$ cat src/rtl/result_sink.sv
// Result sink: buffers extended-format engine results in a small FIFO, presents
// each word raw and as a flag-gated IEEE value, and tracks completion and overflow.
module result_sink #(
  parameter int BIT_WIDTH   = 32,
  parameter int EXTRA_BITS  = 2,
  parameter int DEPTH       = 4,
  parameter int NUM_RESULTS = 2
) (
  input  logic                            CLK,
  input  logic                            RESET,
  input  logic                            FLUSH,
  input  logic                            IN_VALID,
  input  logic [BIT_WIDTH+EXTRA_BITS-1:0] IN_DATA,
  output logic                            IN_READY,
  output logic                            OUT_VALID,
  input  logic                            OUT_READY,
  output logic [BIT_WIDTH+EXTRA_BITS-1:0] OUT_RAW,
  output logic [BIT_WIDTH-1:0]            OUT_IEEE,
  output logic [$clog2(DEPTH):0]          LEVEL,
  output logic                            DONE,
  output logic                            OVERFLOW
);

  localparam int DW = BIT_WIDTH + EXTRA_BITS;
  localparam int AW = $clog2(DEPTH);
  localparam int LW = AW + 1;
  localparam int CW = $clog2(NUM_RESULTS + 1);
  localparam logic [CW-1:0] CNT_MAX = CW'(NUM_RESULTS);

  logic [DW-1:0] mem [DEPTH];
  logic [AW-1:0] wr_ptr;
  logic [AW-1:0] rd_ptr;
  logic [LW-1:0] level;
  logic [CW-1:0] cnt;
  logic          done;
  logic          overflow;
  logic          push;
  logic          pop;

  // Handshakes are judged on pre-edge state, so a full buffer drops a word even
  // when the same edge pops.
  assign IN_READY  = (level < LW'(DEPTH));
  assign OUT_VALID = (level != '0);
  assign push      = IN_VALID && IN_READY;
  assign pop       = OUT_VALID && OUT_READY;

  assign OUT_RAW   = OUT_VALID ? mem[rd_ptr] : '0;
  assign OUT_IEEE  = OUT_RAW[BIT_WIDTH-1:0] & {BIT_WIDTH{OUT_RAW[BIT_WIDTH]}};
  assign LEVEL     = level;
  assign DONE      = done;
  assign OVERFLOW  = overflow;

  // NOTE: the storage array has no reset; stale entries are never visible because
  // OUT_RAW is gated by OUT_VALID, and leaving it unreset keeps it a plain RAM.
  always_ff @(posedge CLK) begin
    if (push && !FLUSH) mem[wr_ptr] <= IN_DATA;
  end

  // NOTE: all state uses non-blocking assignments so every register samples the
  // same pre-edge values regardless of statement order.
  always_ff @(posedge CLK or posedge RESET) begin
    if (RESET) begin
      wr_ptr   <= '0;
      rd_ptr   <= '0;
      level    <= '0;
      cnt      <= '0;
      done     <= 1'b0;
      overflow <= 1'b0;
    end else if (FLUSH) begin
      wr_ptr   <= '0;
      rd_ptr   <= '0;
      level    <= '0;
      cnt      <= '0;
      done     <= 1'b0;
      overflow <= 1'b0;
    end else begin
      if (push) wr_ptr <= wr_ptr + AW'(1);
      if (pop)  rd_ptr <= rd_ptr + AW'(1);

      case ({push, pop})
        2'b10:   level <= level + LW'(1);
        2'b01:   level <= level - LW'(1);
        default: level <= level;
      endcase

      if (push && cnt != CNT_MAX) begin
        cnt <= cnt + CW'(1);
        if (cnt + CW'(1) == CNT_MAX) done <= 1'b1;
      end

      if (IN_VALID && !IN_READY) overflow <= 1'b1;
    end
  end

endmodule

$ cat config.mk
export PLATFORM = sky130hd
export DESIGN_NAME = result_sink
export DESIGN_NICKNAME = d
export VERILOG_FILES = /design/src/rtl/result_sink.sv
export SDC_FILE = /design/constraint.sdc
export NUM_CORES = 1
export LEC_CHECK = 0
export CORE_MARGIN = 1.5
export CORE_UTILIZATION = 40
export DETAILED_ROUTE_END_ITERATION = 10
export GPL_TIMING_DRIVEN = 0
export SLEW_MARGIN = 25
export SYNTH_ARGS = -nofsm -noshare
export SYNTH_HDL_FRONTEND = slang
export SYNTH_SLANG_ARGS = --single-unit
$ cat constraint.sdc
create_clock -name CLK -period 6.07 [get_ports CLK]
set_input_delay 1.214 -clock CLK [delete_from_list [all_inputs] [get_ports CLK]]
set_output_delay 1.214 -clock CLK [all_outputs]
set_load 0.005 [all_outputs]
# ---- After elaboration in Yosys (flattened, before gate mapping)
# Memories as Yosys holds them, arrays and structs flattened.
# Cells that the tools add are included.
dict set report word_totals {
  n_memories 1
  out_inout_bits 73
  ramBits 136
  elab_cells 49
  reg_bits 11
}
dict set report classes {
  n_reduce_logical 15
  muxes 16
  order_cmp 1
  eq_ne 4
  add_sub_neg 5
  n_bitwise 1
}
# memory words width read_ports rd_ports_with_merged_regs wr line
set mem_list {}
lappend mem_list {mem 4 34 1 0 1 30} ;# logic [DW-1:0] mem [DEPTH];
# cell n
set ops {}
lappend ops {{34-bit 2-to-1 mux} 1}
lappend ops {{32-bit bitwise AND} 1}
lappend ops {{2-bit 2-to-1 mux} 6}
lappend ops {{2-bit nonzero test} 5}
lappend ops {{1-bit 2-to-1 mux} 7}
lappend ops {{2-bit by 1-bit adder with 2-bit output, second input constant} 3}
lappend ops {{3-bit one-hot mux with 2 select lines} 1}
lappend ops {{3-bit nonzero test} 2}
lappend ops {{1-bit logical AND} 5}
lappend ops {{2-bit == test, second input constant} 2}
lappend ops {{3-bit by 1-bit adder with 3-bit output, second input constant} 1}
lappend ops {{3-bit less-than comparator, second input constant} 1}
lappend ops {{3-bit 2-to-1 mux} 1}
lappend ops {{3-bit by 1-bit subtractor with 3-bit output, second input constant} 1}
lappend ops {{2-bit by 1-bit == test with 1-bit output, second input constant} 1}
lappend ops {{1-bit zero test} 2}
lappend ops {{2-bit != test, second input constant} 1}
lappend ops {{2-bit AND reduction} 1}

# ---- Longest topological paths before layout
# Gate-level depths: netlist (run 1).
dict set report logic_depth {
  depth_word 5
  ltp_mapped 11
  ltp_nobuf 8
}

# ---- Least setup slack after synthesis (run 1)
# No wires, ideal clock.
dict set report synth_path {
  path_type {input -> register}
  from {input port IN_VALID}
  to {memory mem[0][0] (netlist bit) (enable)}
  setup_ns 0.394
  n_path_buf 1
  required_ns 5.676
  path_slack_ns 3.203
  path_stages 4
  t_arrival_ns 2.472
  cell_sequence {buf_2 -> nand2b_1 -> nor2_1 -> and2_1}
}
dict set report synth_via {
  elab_chain_cells 4
}
# element line
set synth_lines {}
lappend synth_lines {{from (decl)} 12} ;# input logic IN_VALID,
lappend synth_lines {{1-bit logical AND} 44} ;# assign push = IN_VALID && IN_READY;
lappend synth_lines {{1-bit logical AND} 56} ;# if (push && !FLUSH) mem[wr_ptr] <= IN_DATA;
lappend synth_lines {{1-bit 2-to-1 mux} 56}
lappend synth_lines {{1-bit 2-to-1 mux (not written as such)} 56}
lappend synth_lines {{to (decl)} 30}
# No other way between the ends.

# ---- Worst setup path in the final report (run 1)
dict set report layout_path {
  from {register rd_ptr[1]}
  to {output port OUT_IEEE[22]}
}
dict set report layout_via {
  elab_chain_cells 3
}
# element line
set layout_lines {}
lappend layout_lines {{from (decl)} 32} ;# logic [AW-1:0] rd_ptr;
lappend layout_lines {{from (signal assigned)} 78} ;# if (pop) rd_ptr <= rd_ptr + AW'(1);
lappend layout_lines {{memory read 4 x 34 bit} -}
lappend layout_lines {{34-bit 2-to-1 mux} 47} ;# assign OUT_RAW = OUT_VALID ? mem[rd_ptr] : '0;
lappend layout_lines {{32-bit bitwise AND} 48} ;# assign OUT_IEEE = OUT_RAW[BIT_WIDTH-1:0] & {BIT_WIDTH{OUT_RAW[BIT_WIDTH]}};
lappend layout_lines {{to (decl)} 18} ;# output logic [BIT_WIDTH-1:0] OUT_IEEE,
# No other way between the ends.

==> flow_summary.yaml, run 1 <==
setup_path:
  cp_top_family: "buffers and inverters"
  crit_chain: "buf_2 > clkbuf_1 > mux4_2 > and3_1 > clkdlybuf4s50_1"
  critPathKind: "reg -> out"
  slowest_stage: "clkbuf_1"
  arrival_ns: 2.52
  crit_path_max_incr_delay_ns: 0.49
  cp.required_ns: 4.86
  end_kind: "output pin"
  worst_setup_path_start_kind: "flip-flop"
  crit_path_max_fanout: 10
  worst-path-buf-inv: 3
final_layout:
  multi_input_area_mm2: 0.00161
  layout_common_cells: "edfxtp_1 (136), clkdlybuf4s50_1 (110), and2_1 (33)"
  drive_above_1_share_pct: 14.5
  layout_commonest_cell: "edfxtp_1"
  final_area_mm2: 0.00812
  fin_nets: 516
  fill_cells: 1226
  syn2layout_area_growth_pct: 31.7
  antenna_cells: 0
  layout.cells.non_filler: 671
  seqCellArea_mm2: 0.00436
pwr:
  leakage_nw: 2.85
  irDropWorstVdd_mv: 0.208
  p_per_area_mw_per_mm2: 326
sta:
  hold_viol_final: 0
  setup_tns_ns: 0
  hold_ws_ns: 0.491
  fin_crit_ns: 3.73
  fmax_ghz: 0.268
  rsz0062_at_grt: "no"
  post-route-period-util_pct: 61.5
  relSlewSlack_pct: 54.3
  fin_skew_ns: 0.00698
  worst_pin_slew_ns: 0.686
  final-setup-viol-count: 0
  final_max_slew_viol_count: 0
clock_network:
  path_clk_slew_ns: 0.06
  post_cts_buffers: 0
  cts_resized: 0
  cts.sinks: 147
  cts_hold_buffers: 0
  clk_latency_ns: 0.41
  cts_tree: "built"
  cts-root-buf: "clkbuf_16"
  clk_path_buf_depth: 2
  htree_levels: 4
  cts_buffers: 17
floorplanning:
  rows: 45
  fp.dieW_um: 127
  die_height_um: 127
  pin_count: 112
  core_area_mm2: 0.0151
  initial_core_util_pct: 40.7
  dieArea_mm2: 0.0162
grt:
  grt_pass1_wl_um: 19700
  grt_max_degree: 25
  antenna_found_initial: 0
  track_usage_pct: 16.8
  globalRoute.totalOverflow: 0
  grt_pass1_vias: 3369
placement:
  gp_congestion: 0.701
  placedCellCount: 639
  placed_area_mm2: 0.00761
  portBuffers: 110
  hpwlAfterDp_um: 8320
synthesis:
  synth-seq-cells: 147
  synth_top_area_share_pct: 66.2
  yosysWarnings: 0
  syn-mean-instance-area_um2: 18.3
  syn_inst: 337
  synthTopCellsByArea: "edfxtp_1 (66%), mux4_2 (8.8%), dfrtp_1 (4.5%), mux4_1 (4.3%), and2_1 (3.8%)"
  synth_top_cell_by_area: "edfxtp_1"
  syn_area_mm2: 0.00617
  yosysUniqueCellTypes: 29
  ys_seq_area_share_pct: 70.7
  syn-num-nets: 383
drt:
  ant_nets: 0
  drt_drc_violations_left: 0
  wl_per_cell_um: 19.0
  num_vias: 3387
  dr.pass1.iters: 4
  wirelength_um: 12800
  viasPerCell: 5.05
  drtIter0Drc: 233
worst_hold_path:
  hp-class: "reg -> reg"
flow_run:
  maxCapViolCount: 0
run_status:
  outcome: "finished clean"
==> cells in the mapped netlist (all sizes together) <==
| cell | instances |
|---|---|
| mux2i | 1 |
| fa | 1 |
| a211oi | 1 |
| nor2 | 12 |
| xnor2 | 3 |
| xor2 | 3 |
| nand2 | 7 |
| nor2b | 1 |
| a21oi | 6 |
| clkbuf | 9 |
| ha | 6 |
| mux4 | 34 |
| dfrtp | 11 |
| o21ai | 5 |
| nand2b | 2 |
| a21o | 1 |
| edfxtp | 136 |
| inv | 7 |
| buf | 16 |
| nand3 | 3 |
| or3 | 1 |
| a221oi | 1 |
| nor4 | 1 |
| and2 | 37 |
| and3 | 32 |
==> worst register-to-register path, cell delays in order, from the launching register on <==
cell      delay [ns]
dfrtp_1         0.42
buf_6           0.15
or3_4           0.38
buf_6           0.14
buf_6           0.15
nand2_2         0.09
nor2_1          0.06
fa_1            0.39
nand2b_1        0.17
nor4_1          0.17
a21oi_1         0.07
a21oi_1         0.14
==> final cells by class <==
class | instances | area share (%)
multi-input cells | 158 | 19.8
clock inverters | 11 | 0.847
plain buffers | 25 | 2.25
clock buffers | 21 | 5.42
repair buffers | 114 | 14.8
flip-flops and latches | 147 | 53.7
well taps | 188 | 2.90
inverters | 7 | 0.323
==> power by group <==
part | leakage [nW] | switching (mW) | internal (mW)
sequential | 1.38 | 0.0154 | 1.15
clock | 0.246 | 0.354 | 0.549
combinational | 1.22 | 0.249 | 0.332
==> worst paths after layout <==
path                            from            to  slack [ns]  cells after the start
setup / recovery           rd_ptr[1]  OUT_IEEE[22]        2.34                      5
hold / removal                  DONE          DONE        0.49                      2
setup reg to reg            LEVEL[0]      LEVEL[2]        3.65                     11
hold reg to reg                 DONE          DONE        0.49                      2
max in group asynchronous      RESET     rd_ptr[1]        4.66                      2
min in group asynchronous      RESET        cnt[1]        1.10                      2
==> cells by family after synthesis <==
group / Yosys count / synth area share (%)
AOI/OAI and AO/OA: 14 / 1.28
xor gates and xnor gates: 6 / 0.852
adders and majority gates: 7 / 1.54
buffers and inverters: 32 / 3.39
DFF: 147 / 70.7
muxes: 35 / 13.2
and+or+nand+nor: 96 / 9.11
==> per-stage QoR <==
| stage | power, mW | setup slack, ns | utilization, % |
|---|---|---|---|
| CTS | 2.68 | 2.27 | 53.6 |
| detailed placement | 1.78 | 2.73 | 50.3 |
| global placement | 1.76 | 2.21 | 49.6 |
| floorplan | 1.47 | 3.20 | - |
| global route | 2.77 | 2.20 | 53.6 |
| finish | 2.65 | 2.34 | 53.6 |
==> flip-flops by register name, indices dropped and copies added, names as in the netlist <==
signal,flops
OVERFLOW,1
DONE,1
LEVEL,3
mem,136
rd_ptr,2
wr_ptr,2
cnt,2
==> routing by layer <==
layer	share of wire, %	wire length, um	GRT usage, %
met2	48	6140	25.9
met3	5.7	725	4.40
met4	0.95	121	5.61
met5	0	0	0
met1	45	5770	23.5
Power figures use the tool's default switching activity.
==> inputs of run 2 (changes only) <==
==> constraint.sdc (replaced) <==
create_clock -name CLK -period 3.5 [get_ports CLK]
set_input_delay 0.7 -clock CLK [delete_from_list [all_inputs] [get_ports CLK]]
set_output_delay 0.7 -clock CLK [all_outputs]
set_load 0.005 [all_outputs]
==> results of run 2 <==
Same layout as run 1 (identical final DEF). Status: finished clean.
Main changes from that run: setup slack after placement 2.73 ns -> 0.679 ns; setup slack after layout 2.34 ns -> 0.284 ns; register-to-register setup slack 3.65 ns -> 1.08 ns; total power 2.65 mW -> 4.60 mW; worst IR drop on VDD 0.208 mV -> 0.360 mV
